**config.mk**
```make
export PLATFORM = sky130hd
export DESIGN_NAME = mem_ctrl_flat
export DESIGN_NICKNAME = d
export VERILOG_FILES = /design/src/rtl/mem_ctrl_pkg.sv /design/src/rtl/mem_ctrl_if.sv /design/src/rtl/mem_ctrl.sv /design/src/flat_wrapper.sv
export SDC_FILE = /design/constraint.sdc
export NUM_CORES = 1
export LEC_CHECK = 0
export ABC_AREA = 0
export BUFFER_PORTS_ARGS = -buffer_cell sky130_fd_sc_hd__buf_2
export CORE_MARGIN = 2
export CORE_UTILIZATION = 25
export DETAILED_ROUTE_END_ITERATION = 8
export SETUP_SLACK_MARGIN = 0.3
export SYNTH_ARGS = -nofsm -noshare
export SYNTH_HDL_FRONTEND = slang
export SYNTH_SLANG_ARGS = --single-unit
export TNS_END_PERCENT = 100
```
**constraint.sdc**
```tcl
create_clock -name clk -period 5 [get_ports clk]
set_clock_uncertainty 0.2 [all_clocks]
set_input_delay 1 -clock clk [delete_from_list [all_inputs] [get_ports clk]]
set_output_delay 1 -clock clk [all_outputs]
set_load 0.005 [all_outputs]
```
**src/rtl/mem_ctrl_pkg.sv**
```systemverilog
// Shared encodings for mem_ctrl: access sizes, FSM states, zero constants and the IO region selector.
package mem_ctrl_pkg;

  localparam int AddrW = 32;

  typedef enum logic [1:0] {
    MEM_NOP  = 2'd0,
    MEM_BYTE = 2'd1,
    MEM_HALF = 2'd2,
    MEM_WORD = 2'd3
  } mem_sel_e;

  typedef enum logic [2:0] {
    IDLE   = 3'd0,
    IF_RD  = 3'd1,
    MEM_RD = 3'd2,
    MEM_WR = 3'd3,
    DONE   = 3'd4
  } state_e;

  localparam logic [31:0] ZeroWord    = 32'h0;
  localparam logic [7:0]  ZeroByte    = 8'h0;
  localparam logic [1:0]  IoRegionSel = 2'b11;

  function automatic logic [2:0] sel_bytes(input logic [1:0] sel);
    case (mem_sel_e'(sel))
      MEM_BYTE: return 3'd1;
      MEM_HALF: return 3'd2;
      MEM_WORD: return 3'd4;
      default:  return 3'd0;
    endcase
  endfunction

endpackage

```
**src/rtl/mem_ctrl_if.sv**
```systemverilog
// Request bundle (IF + MEM stages) and byte-wide RAM/IO bus bundle for mem_ctrl.
interface mem_ctrl_if import mem_ctrl_pkg::*; #(parameter int ADDR_W = AddrW);
  logic              if_req;
  logic [ADDR_W-1:0] if_addr;
  logic [31:0]       if_data;
  logic              if_done;
  logic              mem_req;
  logic              mem_we;
  logic [1:0]        mem_sel;
  logic [ADDR_W-1:0] mem_addr;
  logic [31:0]       mem_wdata;
  logic [31:0]       mem_rdata;
  logic              mem_done;

  modport master (
    output if_req, if_addr, mem_req, mem_we, mem_sel, mem_addr, mem_wdata,
    input  if_data, if_done, mem_rdata, mem_done
  );
  modport slave (
    input  if_req, if_addr, mem_req, mem_we, mem_sel, mem_addr, mem_wdata,
    output if_data, if_done, mem_rdata, mem_done
  );
endinterface

interface mem_ctrl_ram_if import mem_ctrl_pkg::*; #(parameter int ADDR_W = AddrW);
  logic [ADDR_W-1:0] ram_a;
  logic              ram_wr;
  logic [7:0]        ram_dout;
  logic [7:0]        ram_din;
  logic              io_full;

  modport master (output ram_a, ram_wr, ram_dout, input ram_din, io_full);
  modport slave  (input ram_a, ram_wr, ram_dout, output ram_din, io_full);
endinterface

```
**src/rtl/mem_ctrl.sv**
```systemverilog
// Arbitrates IF/MEM requests onto a byte RAM bus; read done n+2, write done n+1 cycles after accept.
// Stores to the IO region stall on io_full only when MEM_CTRL_IO_BACKPRESSURE_EN is defined.
module mem_ctrl import mem_ctrl_pkg::*; #(
  parameter int ADDR_W     = AddrW,
  parameter int IO_BITS_HI = 17
) (
  input  logic           clk,
  input  logic           rst,
  mem_ctrl_if.slave      req,
  mem_ctrl_ram_if.master ram
);

`ifdef MEM_CTRL_IO_BACKPRESSURE_EN
  localparam bit IoBpEn = 1'b1;
`else
  localparam bit IoBpEn = 1'b0;
`endif

  state_e            state_q, state_d;
  logic [2:0]        cnt_q, cnt_d;
  logic [2:0]        n_q, n_d;
  logic [ADDR_W-1:0] addr_q, addr_d;
  logic [31:0]       wdata_q, wdata_d;
  logic [31:0]       lane_q, lane_d;
  logic              src_if_q, src_if_d;

  logic [ADDR_W-1:0] cur_a;
  logic              io_hit;
  logic              wr_stall;
  logic [7:0]        wr_byte;

  assign cur_a    = addr_q + ADDR_W'(cnt_q);
  assign io_hit   = (cur_a[IO_BITS_HI -: 2] == IoRegionSel);
  assign wr_stall = IoBpEn && io_hit && ram.io_full;
  assign wr_byte  = wdata_q[8*cnt_q[1:0] +: 8];

  always_ff @(posedge clk) begin
    if (rst) begin
      state_q  <= IDLE;
      cnt_q    <= '0;
      n_q      <= '0;
      addr_q   <= '0;
      wdata_q  <= ZeroWord;
      lane_q   <= ZeroWord;
      src_if_q <= 1'b0;
    end else begin
      state_q  <= state_d;
      cnt_q    <= cnt_d;
      n_q      <= n_d;
      addr_q   <= addr_d;
      wdata_q  <= wdata_d;
      lane_q   <= lane_d;
      src_if_q <= src_if_d;
    end
  end

  always_comb begin
    state_d  = state_q;
    cnt_d    = cnt_q;
    n_d      = n_q;
    addr_d   = addr_q;
    wdata_d  = wdata_q;
    lane_d   = lane_q;
    src_if_d = src_if_q;
    case (state_q)
      IDLE: begin
        cnt_d = '0;
        // A stalled MEM stage blocks the whole pipeline, so it wins arbitration.
        if (req.mem_req) begin
          src_if_d = 1'b0;
          addr_d   = req.mem_addr;
          wdata_d  = req.mem_wdata;
          n_d      = sel_bytes(req.mem_sel);
          lane_d   = ZeroWord;
          if (mem_sel_e'(req.mem_sel) == MEM_NOP) state_d = DONE;
          else                                    state_d = req.mem_we ? MEM_WR : MEM_RD;
        end else if (req.if_req) begin
          src_if_d = 1'b1;
          addr_d   = req.if_addr;
          n_d      = 3'd4;
          lane_d   = ZeroWord;
          state_d  = IF_RD;
        end
      end
      IF_RD, MEM_RD: begin
        // RAM read data lags its address by one cycle: byte k lands in cycle k+1.
        case (cnt_q)
          3'd1:    lane_d[7:0]   = ram.ram_din;
          3'd2:    lane_d[15:8]  = ram.ram_din;
          3'd3:    lane_d[23:16] = ram.ram_din;
          3'd4:    lane_d[31:24] = ram.ram_din;
          default: ;
        endcase
        cnt_d = cnt_q + 3'd1;
        if (state_q == IF_RD && !req.if_req) begin
          state_d = IDLE;
          cnt_d   = '0;
        end else if (cnt_q == n_q) begin
          state_d = DONE;
          cnt_d   = '0;
        end
      end
      MEM_WR: begin
        if (!wr_stall) begin
          if (cnt_q == n_q - 3'd1) begin
            state_d = DONE;
            cnt_d   = '0;
          end else begin
            cnt_d = cnt_q + 3'd1;
          end
        end
      end
      DONE:    state_d = IDLE;
      default: state_d = IDLE;
    endcase
  end

  always_comb begin
    ram.ram_a     = '0;
    ram.ram_wr    = 1'b0;
    ram.ram_dout  = ZeroByte;
    req.if_done   = 1'b0;
    req.if_data   = ZeroWord;
    req.mem_done  = 1'b0;
    req.mem_rdata = ZeroWord;
    case (state_q)
      IF_RD, MEM_RD: begin
        if (cnt_q < n_q) ram.ram_a = cur_a;
      end
      MEM_WR: begin
        ram.ram_a    = cur_a;
        ram.ram_dout = wr_byte;
        ram.ram_wr   = !wr_stall;
      end
      DONE: begin
        if (src_if_q) begin
          req.if_done = 1'b1;
          req.if_data = lane_q;
        end else begin
          req.mem_done  = 1'b1;
          req.mem_rdata = lane_q;
        end
      end
      default: ;
    endcase
  end

endmodule
```
**src/flat_wrapper.sv**
```systemverilog
// flat-port wrapper written by rule: the top's interface ports become plain ports
module mem_ctrl_flat import mem_ctrl_pkg::*;
#(
  parameter int ADDR_W     = AddrW,
  parameter int IO_BITS_HI = 17
)
  (clk, rst, req_if_req, req_if_addr, req_mem_req, req_mem_we, req_mem_sel, req_mem_addr, req_mem_wdata, req_if_data, req_if_done, req_mem_rdata, req_mem_done, ram_ram_a, ram_ram_wr, ram_ram_dout, ram_ram_din, ram_io_full);
  mem_ctrl_if #(.ADDR_W(ADDR_W)) req_i ();
  mem_ctrl_ram_if #(.ADDR_W(ADDR_W)) ram_i ();
  input  logic clk;
  input  logic rst;
  input wire logic [$bits(req_i.if_req)-1:0] req_if_req;
  input wire logic [$bits(req_i.if_addr)-1:0] req_if_addr;
  input wire logic [$bits(req_i.mem_req)-1:0] req_mem_req;
  input wire logic [$bits(req_i.mem_we)-1:0] req_mem_we;
  input wire logic [$bits(req_i.mem_sel)-1:0] req_mem_sel;
  input wire logic [$bits(req_i.mem_addr)-1:0] req_mem_addr;
  input wire logic [$bits(req_i.mem_wdata)-1:0] req_mem_wdata;
  output wire logic [$bits(req_i.if_data)-1:0] req_if_data;
  output wire logic [$bits(req_i.if_done)-1:0] req_if_done;
  output wire logic [$bits(req_i.mem_rdata)-1:0] req_mem_rdata;
  output wire logic [$bits(req_i.mem_done)-1:0] req_mem_done;
  output wire logic [$bits(ram_i.ram_a)-1:0] ram_ram_a;
  output wire logic [$bits(ram_i.ram_wr)-1:0] ram_ram_wr;
  output wire logic [$bits(ram_i.ram_dout)-1:0] ram_ram_dout;
  input wire logic [$bits(ram_i.ram_din)-1:0] ram_ram_din;
  input wire logic [$bits(ram_i.io_full)-1:0] ram_io_full;
  assign req_i.if_req = req_if_req;
  assign req_i.if_addr = req_if_addr;
  assign req_i.mem_req = req_mem_req;
  assign req_i.mem_we = req_mem_we;
  assign req_i.mem_sel = req_mem_sel;
  assign req_i.mem_addr = req_mem_addr;
  assign req_i.mem_wdata = req_mem_wdata;
  assign req_if_data = req_i.if_data;
  assign req_if_done = req_i.if_done;
  assign req_mem_rdata = req_i.mem_rdata;
  assign req_mem_done = req_i.mem_done;
  assign ram_ram_a = ram_i.ram_a;
  assign ram_ram_wr = ram_i.ram_wr;
  assign ram_ram_dout = ram_i.ram_dout;
  assign ram_i.ram_din = ram_ram_din;
  assign ram_i.io_full = ram_io_full;
  mem_ctrl #(.ADDR_W(ADDR_W), .IO_BITS_HI(IO_BITS_HI)) u_core (.clk(clk), .rst(rst), .req(req_i), .ram(ram_i));
endmodule
```
==> impl_metrics.py, run 1 <==
metrics = {
    "status": {
        "run_status": "finished clean",
    },
    "detailed_routing": {
        "wl_per_cell_um": 14.4,
        "ant_nets": 0,
        "wl_mm": 18.2,
        "viasPerCell": 4.68,
        "drtIter0Drc": 251,
        "dr_total_vias": 5924,
        "drc": 0,
        "first_pass_iters": 4,
    },
    "layout": {
        "final_cell_mix": "buf_2 (216), nand2_1 (113), dfxtp_1 (106), a21oi_1 (84), and2_1 (68)",
        "nets": 1060,
        "drive_above_1_share_pct": 28.2,
        "mostFrequentLayoutCell": "buf_2",
        "nFillCells": 2555,
        "multi_input_area_um2": 3700,
        "fin_cells": 1266,
        "register_area_um2": 2120,
        "final_area_um2": 7730,
        "area_delta_synth_final_pct": 26.3,
    },
    "sta": {
        "rsz0062_at_grt": "no",
        "post-route-period-util_pct": 85.6,
        "min_period_ns": 4.28,
        "hold-worst-slack_ns": 0.254,
        "setup_viol": 0,
        "drv_slew": 0,
        "tns_ns": 0,
        "hold_violations": 0,
        "worst_pin_slew_ns": 1.11,
        "slew_headroom_pct": 25.5,
        "fmax_mhz": 234,
    },
    "die": {
        "chipHeight_um": 161,
        "start_util_pct": 25.3,
        "core_um2": 24200,
        "ioPinCount": 219,
        "dieArea_um2": 25800,
        "die_w_um": 161,
        "num_rows": 57,
    },
    "clock_network": {
        "cts.sinks": 106,
        "cts_tree": "done",
        "clock_path_buffers": 2,
        "post_cts_buffers": 0,
        "ctsResizeCount": 0,
        "htree_levels": 3,
        "clkSlewWorstSetupHoldPaths_ns": 0.08,
        "cts_root_buffer": "clkbuf_16",
        "clock_latency_ns": 0.35,
        "cts_made_buffers": 9,
        "holdBufCountCts": 0,
    },
    "yosys": {
        "synthDistinctLibCells": 61,
        "async_flop_share_pct": 0,
        "netlist_instances": 755,
        "synth_flop_cell": "dfxtp_1",
        "ys_warn_count": 0,
        "synth_nets": 880,
        "ys_ff_latch": 106,
        "synth_edf_count": 0,
        "netlist_area_um2": 6130,
        "yosysSeqAreaShare_pct": 34.6,
        "avgSynthCellArea_um2": 8.11,
    },
    "run": {
        "drv_cap": 0,
    },
    "power": {
        "leakagePower_nw": 3.33,
        "irDropWorstVdd_uv": 183,
        "power.total_w": 0.00217,
        "p_per_area_nw_per_um2": 281,
    },
    "hold_path": {
        "holdCritPathClass": "flop to flop",
    },
    "critical_path": {
        "critPathMaxFanout": 26,
        "crit_buf_inv": 1,
        "cp.arrival_ns": 3.08,
        "max_stage_delay_ns": 0.78,
        "endpoint_kind": "primary output",
        "setup.worst_path.class": "flop to primary output",
        "slowest_stage": "a2111oi_4",
        "cp_data_required_time_ns": 3.80,
        "r2r_slack_ns": 2.22,
        "critPathTopFamily": "compound AO/OA/AOI/OAI gates",
        "crit_chain": "ha_1 > nor2b_1 > a2111oi_4 > nor2_4 > a21oi_1 > buf_2",
        "startpoint_type": "flop",
    },
    "grt": {
        "grt_pass1_wl_mm": 28.6,
        "grt_max_degree": 76,
        "antenna_found_initial": 3,
        "grt_use_total_pct": 13.9,
        "grt_remaining_overflow": 0,
        "grt_pass1_vias": 5516,
    },
    "placed_design": {
        "port_buffers": 217,
        "numPlacedInstances": 1248,
        "place_congestion": 0.834,
        "dp.final_hpwl_mm": 13.4,
        "place_area_um2": 7430,
    },
}
[worst register-to-register path, stage by stage (launching register included)]
cell      delay [ns]
dfxtp_1         0.52
or3_4           0.53
nor2_4          0.72
buf_4           0.43
nor2_1          0.08
a211oi_1        0.21
[cell families (layout without fill, tap and decap cells)]
kind of cell,Yosys count,in the layout,synth area share (%)
flops,106,106,34.6
xor+xnor,13,13,2.08
buf+inv,69,254,5.27
simple gates,346,346,29.2
other cells,0,2,0
mux,45,45,8.99
fa+ha+maj,13,13,2.78
compound gates,163,163,17.0
[power by group]
group          switching (W)  internal [W]  total [W]  leakage, nW
clock network       0.000365      0.000359   0.000724        0.150
logic               0.000267      0.000182   0.000450         2.31
registers          0.0000793      0.000920   0.000999        0.868
total               0.000711       0.00146    0.00217         3.33
[per-layer routing]
layer  GRT usage, %  up-vias  part of all wire (%)  wire [um]
met3           2.84       23                   4.2        763
met1           17.9     2754                    47       8490
met5              0        -                 0.071         13
li1               -     3019                     -          -
met2           23.1      126                    47       8590
met4           5.08        2                   2.1        375
[Yosys cell counts, types with 2 or more instances]
cell type    n  area, um^2
nand2_1    113         424
dfxtp_1    106        2120
a21oi_1     84         420
and2_1      68         425
nor2_1      52         195
nand3_1     44         220
mux2i_1     37         370
a211oi_1    33         248
buf_2       24         120
clkbuf_1    24        90.1
inv_1       13        48.8
ha_1        12         150
o21ai_0     12        60.1
nand4_1     11        68.8
nor2b_1     11        68.8
xor2_1       9        78.8
mux4_2       8         180
o31ai_1      8        60.1
or4_1        8        60.1
or3_1        7        43.8
buf_4        5        37.5
o21bai_1     5        37.5
and3_1       4        25.0
nor4_1       4        25.0
a21o_1       3        22.5
a32oi_1      3        26.3
and4_1       3        26.3
o21ai_1      3        15.0
xnor2_1      3        26.3
a221oi_1     2        17.5
and4_4       2        22.5
buf_6        2        22.5
nand2b_1     2        12.5
nor3_1       2        10.0
o32a_1       2        20.0
[final timing paths]
check,start,endpoint,depth (start not counted)
max reg2reg,u_core.state_q[1],u_core.addr_q[11],5
min reg2reg,u_core.wdata_q[25],u_core.wdata_q[25],2
max,u_core.cnt_q[1],ram_ram_a[24],6
min,u_core.wdata_q[25],u_core.wdata_q[25],2
[sequential cells by signal, summed over array words and instances (netlist names)]
signal           flops
u_core.src_if_q      1
u_core.addr_q       32
u_core.cnt_q         3
u_core.lane_q       32
u_core.state_q       3
u_core.n_q           3
u_core.wdata_q      32
[layout make-up]
| class | count | area share, % |
|---|---|---|
| diodes | 2 | 0.0647 |
| clock buffers | 9 | 2.91 |
| clock inverters | 7 | 0.987 |
| inverters | 13 | 0.631 |
| multi-input cells | 580 | 47.9 |
| flip-flops and latches | 106 | 27.4 |
| well taps | 324 | 5.24 |
| repair buffers | 225 | 14.8 |
[metrics by stage]
stage | util (%) | setup WS (ns)
after floorplan | - | 2.03
after global placement | 30.7 | 1.10
after detailed placement | 30.7 | 1.07
after CTS | 32.0 | 0.643
after global routing | 32.0 | 0.566
final | 32.0 | 0.722
No activity file was read; power rests on OpenSTA's default activity.
==> run 2, diff against run 1 <==
clock period = 3.6 ns   (was 5 ns; I/O delays follow)
==> run 2 against run 1 <==
- cell count is 0.79% higher
- combinational power is 51% higher
- critical path depth stayed put
- register-to-register slack worse by 1.1 ns
- hold slack better by 0.0018 ns
- first-iteration DRC count is 5.2% lower
- total power is 41% higher
- critical path type unchanged
==> impl_metrics.py, run 2 (synthesized netlist as in run 1, its figures left out) <==
metrics = {
    "die": {
        "num_rows": 57,
        "ioPinCount": 219,
        "chipHeight_um": 161,
        "die_w_um": 161,
        "start_util_pct": 25.3,
        "core_um2": 24200,
        "dieArea_um2": 25800,
    },
    "critical_path": {
        "crit_start": "u_core.cnt_q[2]",
        "critPathTopFamily": "simple AND/OR/NAND/NOR gates",
        "crit_cells": 6,
        "max_stage_delay_ns": 0.54,
        "startpoint_type": "flop",
        "crit_chain": "ha_4 > or4b_4 > o311ai_4 > o21bai_1 > mux2i_1 > buf_2",
        "reg2reg_depth": 6,
        "setup.worst_path.class": "flop to primary output",
        "endpoint_kind": "primary output",
        "cp.arrival_ns": 2.30,
        "r2r_start": "u_core.state_q[2]",
        "cp_data_required_time_ns": 2.68,
        "crit_buf_inv": 1,
        "slowest_stage": "or4b_4",
        "critPathMaxFanout": 8,
    },
    "grt": {
        "grt_pass1_vias": 5612,
        "grt_remaining_overflow": 0,
        "grt_max_degree": 70,
        "grt_pass1_wl_mm": 30.1,
        "antenna_found_initial": 2,
        "grt_use_total_pct": 14.7,
    },
    "sta": {
        "hold_violations": 0,
        "fmax_mhz": 311,
        "drv_slew": 0,
        "tns_ns": 0,
        "worst_pin_slew_ns": 0.955,
        "post-route-period-util_pct": 89.4,
        "hold-worst-slack_ns": 0.256,
        "setup_viol": 0,
        "rsz0062_at_grt": "no",
        "min_period_ns": 3.22,
        "slew_headroom_pct": 36.2,
    },
    "power": {
        "switching_share_pct": 33.2,
        "p_per_area_nw_per_um2": 386,
        "power_frac_comb_pct": 22.2,
        "p_clk_share_pct": 32.7,
        "p_sw_w": 0.00102,
        "p_int_w": 0.00205,
        "leakagePower_nw": 3.41,
        "power.total_w": 0.00306,
        "irDropWorstVdd_uv": 249,
        "sequentialPowerShare_pct": 45.1,
    },
    "hold_path": {
        "whs_path_depth": 2,
        "holdCritPathClass": "flop to flop",
        "worstHoldStart": "u_core.wdata_q[24]",
    },
    "layout": {
        "nets": 1071,
        "top_regs": "u_core.addr_q: 32 flops, u_core.lane_q: 32 flops, u_core.wdata_q: 32 flops",
        "fin_cells": 1276,
        "final_cell_mix": "buf_2 (216), nand2_1 (112), dfxtp_1 (102), a21oi_1 (84), and2_1 (68)",
        "final_area_um2": 7950,
        "drive_above_1_share_pct": 30.8,
        "mostFrequentLayoutCell": "buf_2",
        "area_delta_synth_final_pct": 29.7,
    },
    "clock_network": {
        "cts_made_buffers": 9,
        "htree_levels": 3,
        "cts.sinks": 106,
        "clock_latency_ns": 0.36,
        "cts_root_buffer": "clkbuf_16",
        "holdBufCountCts": 0,
        "clock_path_buffers": 2,
        "clkSlewWorstSetupHoldPaths_ns": 0.08,
        "cts_tree": "done",
    },
    "run": {
        "drv_cap": 0,
    },
    "detailed_routing": {
        "drc": 0,
        "wl_mm": 19.0,
        "drtIter0Drc": 238,
        "first_pass_iters": 4,
        "wl_per_cell_um": 14.9,
        "ant_nets": 0,
        "viasPerCell": 4.69,
        "dr_total_vias": 5986,
    },
    "placed_design": {
        "place_area_um2": 7490,
        "port_buffers": 217,
        "numPlacedInstances": 1253,
        "place_congestion": 0.865,
        "dp.final_hpwl_mm": 13.6,
    },
    "status": {
        "run_status": "finished clean",
    },
}
[run 2: final timing paths]
kind         slack (ns)            endpoint
max                0.38       ram_ram_a[28]
min                0.26  u_core.wdata_q[24]
max reg2reg        1.16   u_core.addr_q[26]
min reg2reg        0.26  u_core.wdata_q[24]
[run 2: metrics by stage]
stage / utilization [%] / worst slack, ns
2_1_floorplan: - / 0.906
4_1_cts: 32.6 / 0.312
6_report: 32.9 / 0.383
3_5_place_dp: 31.0 / 0.341
3_3_place_gp: 31.0 / 0.362
5_1_grt: 32.9 / 0.302
[run 2: area by class of cell]
type                    instances  area [um^2]
clock inverters                 7         70.1
fillers                      2576        16200
well taps                     324          405
repair buffers                233         1240
diodes                          1         2.50
inverters                      13         48.8
flip-flops and latches        106         2130
multi-input cells             583         3820
clock buffers                   9          225
[run 2: routing by layer]
| layer | routed length [um] | vias up | track usage [%] |
|---|---|---|---|
| met1 | 8800 | 2754 | 19.5 |
| met2 | 9030 | 140 | 23.8 |
| met3 | 777 | 25 | 2.48 |
| li1 | - | 3065 | - |
| met4 | 403 | 2 | 5.73 |
| met5 | 7 | - | 0 |
[run 2: power groups by stage]
stage / clock [W] / combinational (W) / sequential (W)
6_report: 0.00100 / 0.000681 / 0.00138
3_5_place_dp: 0 / 0.000662 / 0.00141
3_3_place_gp: 0 / 0.000652 / 0.00140
5_1_grt: 0.00108 / 0.000763 / 0.00140
4_1_cts: 0.00104 / 0.000682 / 0.00138
2_1_floorplan: 0 / 0.000470 / 0.00137
[run 2: worst register-to-register path, cell delays in order, from the launching register on]
cell	delay [ns]
dfxtp_1	0.38
buf_4	0.21
or3_4	0.42
nor2_4	0.55
buf_12	0.29
nor2_1	0.09
a211oi_1	0.22
[run 2: repair_timing]
item	in CTS	in global routing
gates cloned	2	2
setup endpoints to repair	32	21
pin swaps	1	8
buffers inserted	0	2
resized for setup	14	14
==> run 3, diff against run 2 <==
ABC_AREA = 1   (was 0)
==> run 3 against run 2 <==
- area after synthesis increased by 1.5%
- non-clock buffer count decreased by 2
- hold slack got worse by 0.00066 ns
- critical path type unchanged
- total power increased by 37%
==> impl_metrics.py, run 3 <==
metrics = {
    "critical_path": {
        "reg2reg_to": "u_core.addr_q[29]",
        "cp_data_required_time_ns": 2.68,
        "cp.arrival_ns": 2.21,
        "r2r_slack_ns": 1.28,
        "reg2reg_depth": 7,
        "endpoint_kind": "primary output",
        "startpoint_type": "flop",
        "setup.worst_path.class": "flop to primary output",
        "r2r_start": "u_core.state_q[2]",
        "critPathMaxFanout": 5,
    },
    "sta": {
        "slew_headroom_pct": 41.3,
        "min_period_ns": 3.13,
        "hold_violations": 0,
        "rsz0062_at_grt": "no",
        "worst_pin_slew_ns": 0.880,
        "setup_viol": 0,
        "fmax_mhz": 320,
        "tns_ns": 0,
        "post-route-period-util_pct": 86.8,
        "drv_slew": 0,
    },
    "detailed_routing": {
        "routed-wl-met2_mm": 9.49,
        "first_pass_iters": 5,
        "wl_per_cell_um": 13.5,
        "ant_nets": 0,
        "wl_met3_mm": 1.27,
        "drtIter0Drc": 331,
        "drc": 0,
        "dr_total_vias": 6977,
        "met1_length_mm": 9.94,
        "wl_mm": 21.0,
        "highest_layer": "met5",
        "viasPerCell": 4.50,
    },
    "layout": {
        "drive_above_1_share_pct": 22.7,
        "top_regs": "u_core.addr_q: 32 flops, u_core.lane_q: 32 flops, u_core.wdata_q: 32 flops",
        "fin_cells": 1552,
        "area_delta_synth_final_pct": 27.0,
        "mostFrequentLayoutCell": "nand2_1",
        "multi_input_area_um2": 3440,
        "register_area_um2": 2120,
        "nFillCells": 2721,
        "final_area_um2": 7900,
        "final_cell_mix": "nand2_1 (258), buf_2 (217), nor2_1 (179), a21oi_1 (121), inv_1 (106)",
        "nets": 1346,
    },
    "clock_network": {
        "cts_root_buffer": "clkbuf_16",
        "clock_latency_ns": 0.35,
        "clkSlewWorstSetupHoldPaths_ns": 0.07,
        "htree_levels": 3,
        "cts_made_buffers": 9,
        "cts.sinks": 106,
        "holdBufCountCts": 0,
        "clock_path_buffers": 2,
        "cts_tree": "done",
    },
    "die": {
        "dieArea_um2": 26200,
        "ioPinCount": 219,
        "num_rows": 57,
        "chipHeight_um": 162,
        "core_um2": 24400,
        "die_w_um": 162,
        "start_util_pct": 25.5,
    },
    "grt": {
        "grt_pass1_wl_mm": 32.6,
        "grt_remaining_overflow": 0,
        "grt_max_degree": 50,
        "antenna_found_initial": 3,
        "grt_use_total_pct": 15.8,
        "grt_pass1_vias": 6198,
    },
    "yosys": {
        "synth_common_cells": "nand2_1 (258), nor2_1 (182), a21oi_1 (121), dfxtp_1 (106), inv_1 (106)",
        "ys_ff_latch": 106,
        "yosysTopAreaCell": "dfxtp_1",
        "ys_warn_count": 0,
        "netlist_area_um2": 6220,
        "synthDistinctLibCells": 32,
        "synth_top_cell_area_share_pct": 34.1,
        "avgSynthCellArea_um2": 6.04,
        "synth.area.top_cells": "dfxtp_1 (34%), nand2_1 (16%), nor2_1 (11%)",
        "yosysSeqAreaShare_pct": 34.1,
        "async_flop_share_pct": 0,
        "synth_flop_cell": "dfxtp_1",
        "netlist_instances": 1029,
        "synth_nets": 1154,
        "synth_edf_count": 0,
        "yosysMostFrequentCell": "nand2_1",
    },
    "placed_design": {
        "numPlacedInstances": 1532,
        "place_congestion": 0.887,
        "place_area_um2": 7560,
        "port_buffers": 217,
        "dp.final_hpwl_mm": 15.9,
    },
    "hold_path": {
        "whs_path_depth": 2,
        "worstHoldStart": "u_core.wdata_q[23]",
        "holdCritPathClass": "flop to flop",
        "holdPathEnd": "u_core.wdata_q[23]",
    },
    "status": {
        "run_status": "finished clean",
    },
    "run": {
        "drv_cap": 0,
    },
    "power": {
        "leakagePower_nw": 3.68,
        "irDropWorstVdd_uv": 242,
        "p_per_area_nw_per_um2": 531,
    },
}
-- run 3: cell count changes in the layout (fill, tap and decap cells not counted), sizes merged, moves of 9 or more --
cell,before,now
nand2,114,263
nor2,56,187
inv,17,118
o21ai,15,95
and2,69,0
a21oi,84,125
mux2i,37,0
a211oi,33,3
nor2b,11,0
xor2,9,0
-- run 3: worst max path at each step --
stage / depth (start not counted) / end / from
after global placement: 9 / ram_ram_a[11] / u_core.cnt_q[2]
final: 11 / ram_ram_a[28] / u_core.cnt_q[0]
after CTS: 9 / ram_ram_a[25] / u_core.cnt_q[2]
after detailed placement: 8 / ram_ram_a[4] / u_core.cnt_q[2]
after global routing: 9 / ram_ram_a[7] / u_core.state_q[2]
after floorplan: 10 / ram_ram_a[27] / u_core.cnt_q[0]
-- run 3: worst max-delay path, cell delays in order, from the launching register on --
cell and delay, ns:
dfxtp_2 0.35, ha_1 0.20, fa_1 0.43, nand2_1 0.09
nand2_1 0.08, nand2_1 0.10, nor2_2 0.06, buf_4 0.15
nand3_1 0.10, nand3_1 0.08, nand2_1 0.10, buf_2 0.13
-- run 3: logic make-up after synthesis --
group / share of synthesized area, %
flip-flops: 34.1
AND/OR/NAND/NOR: 33.6
buffers and inverters: 10.9
AO/OA/AOI/OAI: 18.7
adder cells (fa/ha/maj): 2.74
-- run 3: layout make-up --
cell class / instances / share of cell area, %
Antenna cell: 2 / 0.0634
Clock buffer: 10 / 2.90
Clock inverter: 6 / 0.729
Inverter: 117 / 5.56
Multi-Input combinational cell: 756 / 43.6
Sequential cell: 106 / 26.9
Tap cell: 324 / 5.13
Timing Repair Buffer: 231 / 15.1
-- run 3: per-layer routing --
layer  vias up  global-route usage [%]
met4         2                    4.14
met1      3097                    22.0
met5         -                       0
met2       205                    25.1
li1       3655                       -
met3        18                    2.94
-- run 3: report_power, final --
group / internal (W) / total [W] / switching, W
combinational: 0.000471 / 0.00154 / 0.00107
clock: 0.000487 / 0.000984 / 0.000497
sequential: 0.00148 / 0.00167 / 0.000188
-- run 3: what timing repair did --
| action | 4_1_cts | 5_1_grt |
|---|---|---|
| hold endpoints to repair | 0 | 0 |
| buffers inserted | 0 | 2 |
| pin swaps | 0 | 1 |
| endpoints found under the setup margin | 1 | 18 |
| resized for setup | 1 | 8 |
| gates cloned | 0 | 0 |
-- run 3: stage by stage --
stage	utilization [%]	hold slack, ns	total power [W]	setup slack, ns
detailed placement	31.0	0.249	0.00323	0.696
finish	32.4	0.255	0.00419	0.473
global route	32.4	0.274	0.00453	0.304
CTS	32.2	0.262	0.00424	0.346
global placement	31.0	0.243	0.00321	0.726
floorplan	-	0.230	0.00280	0.875
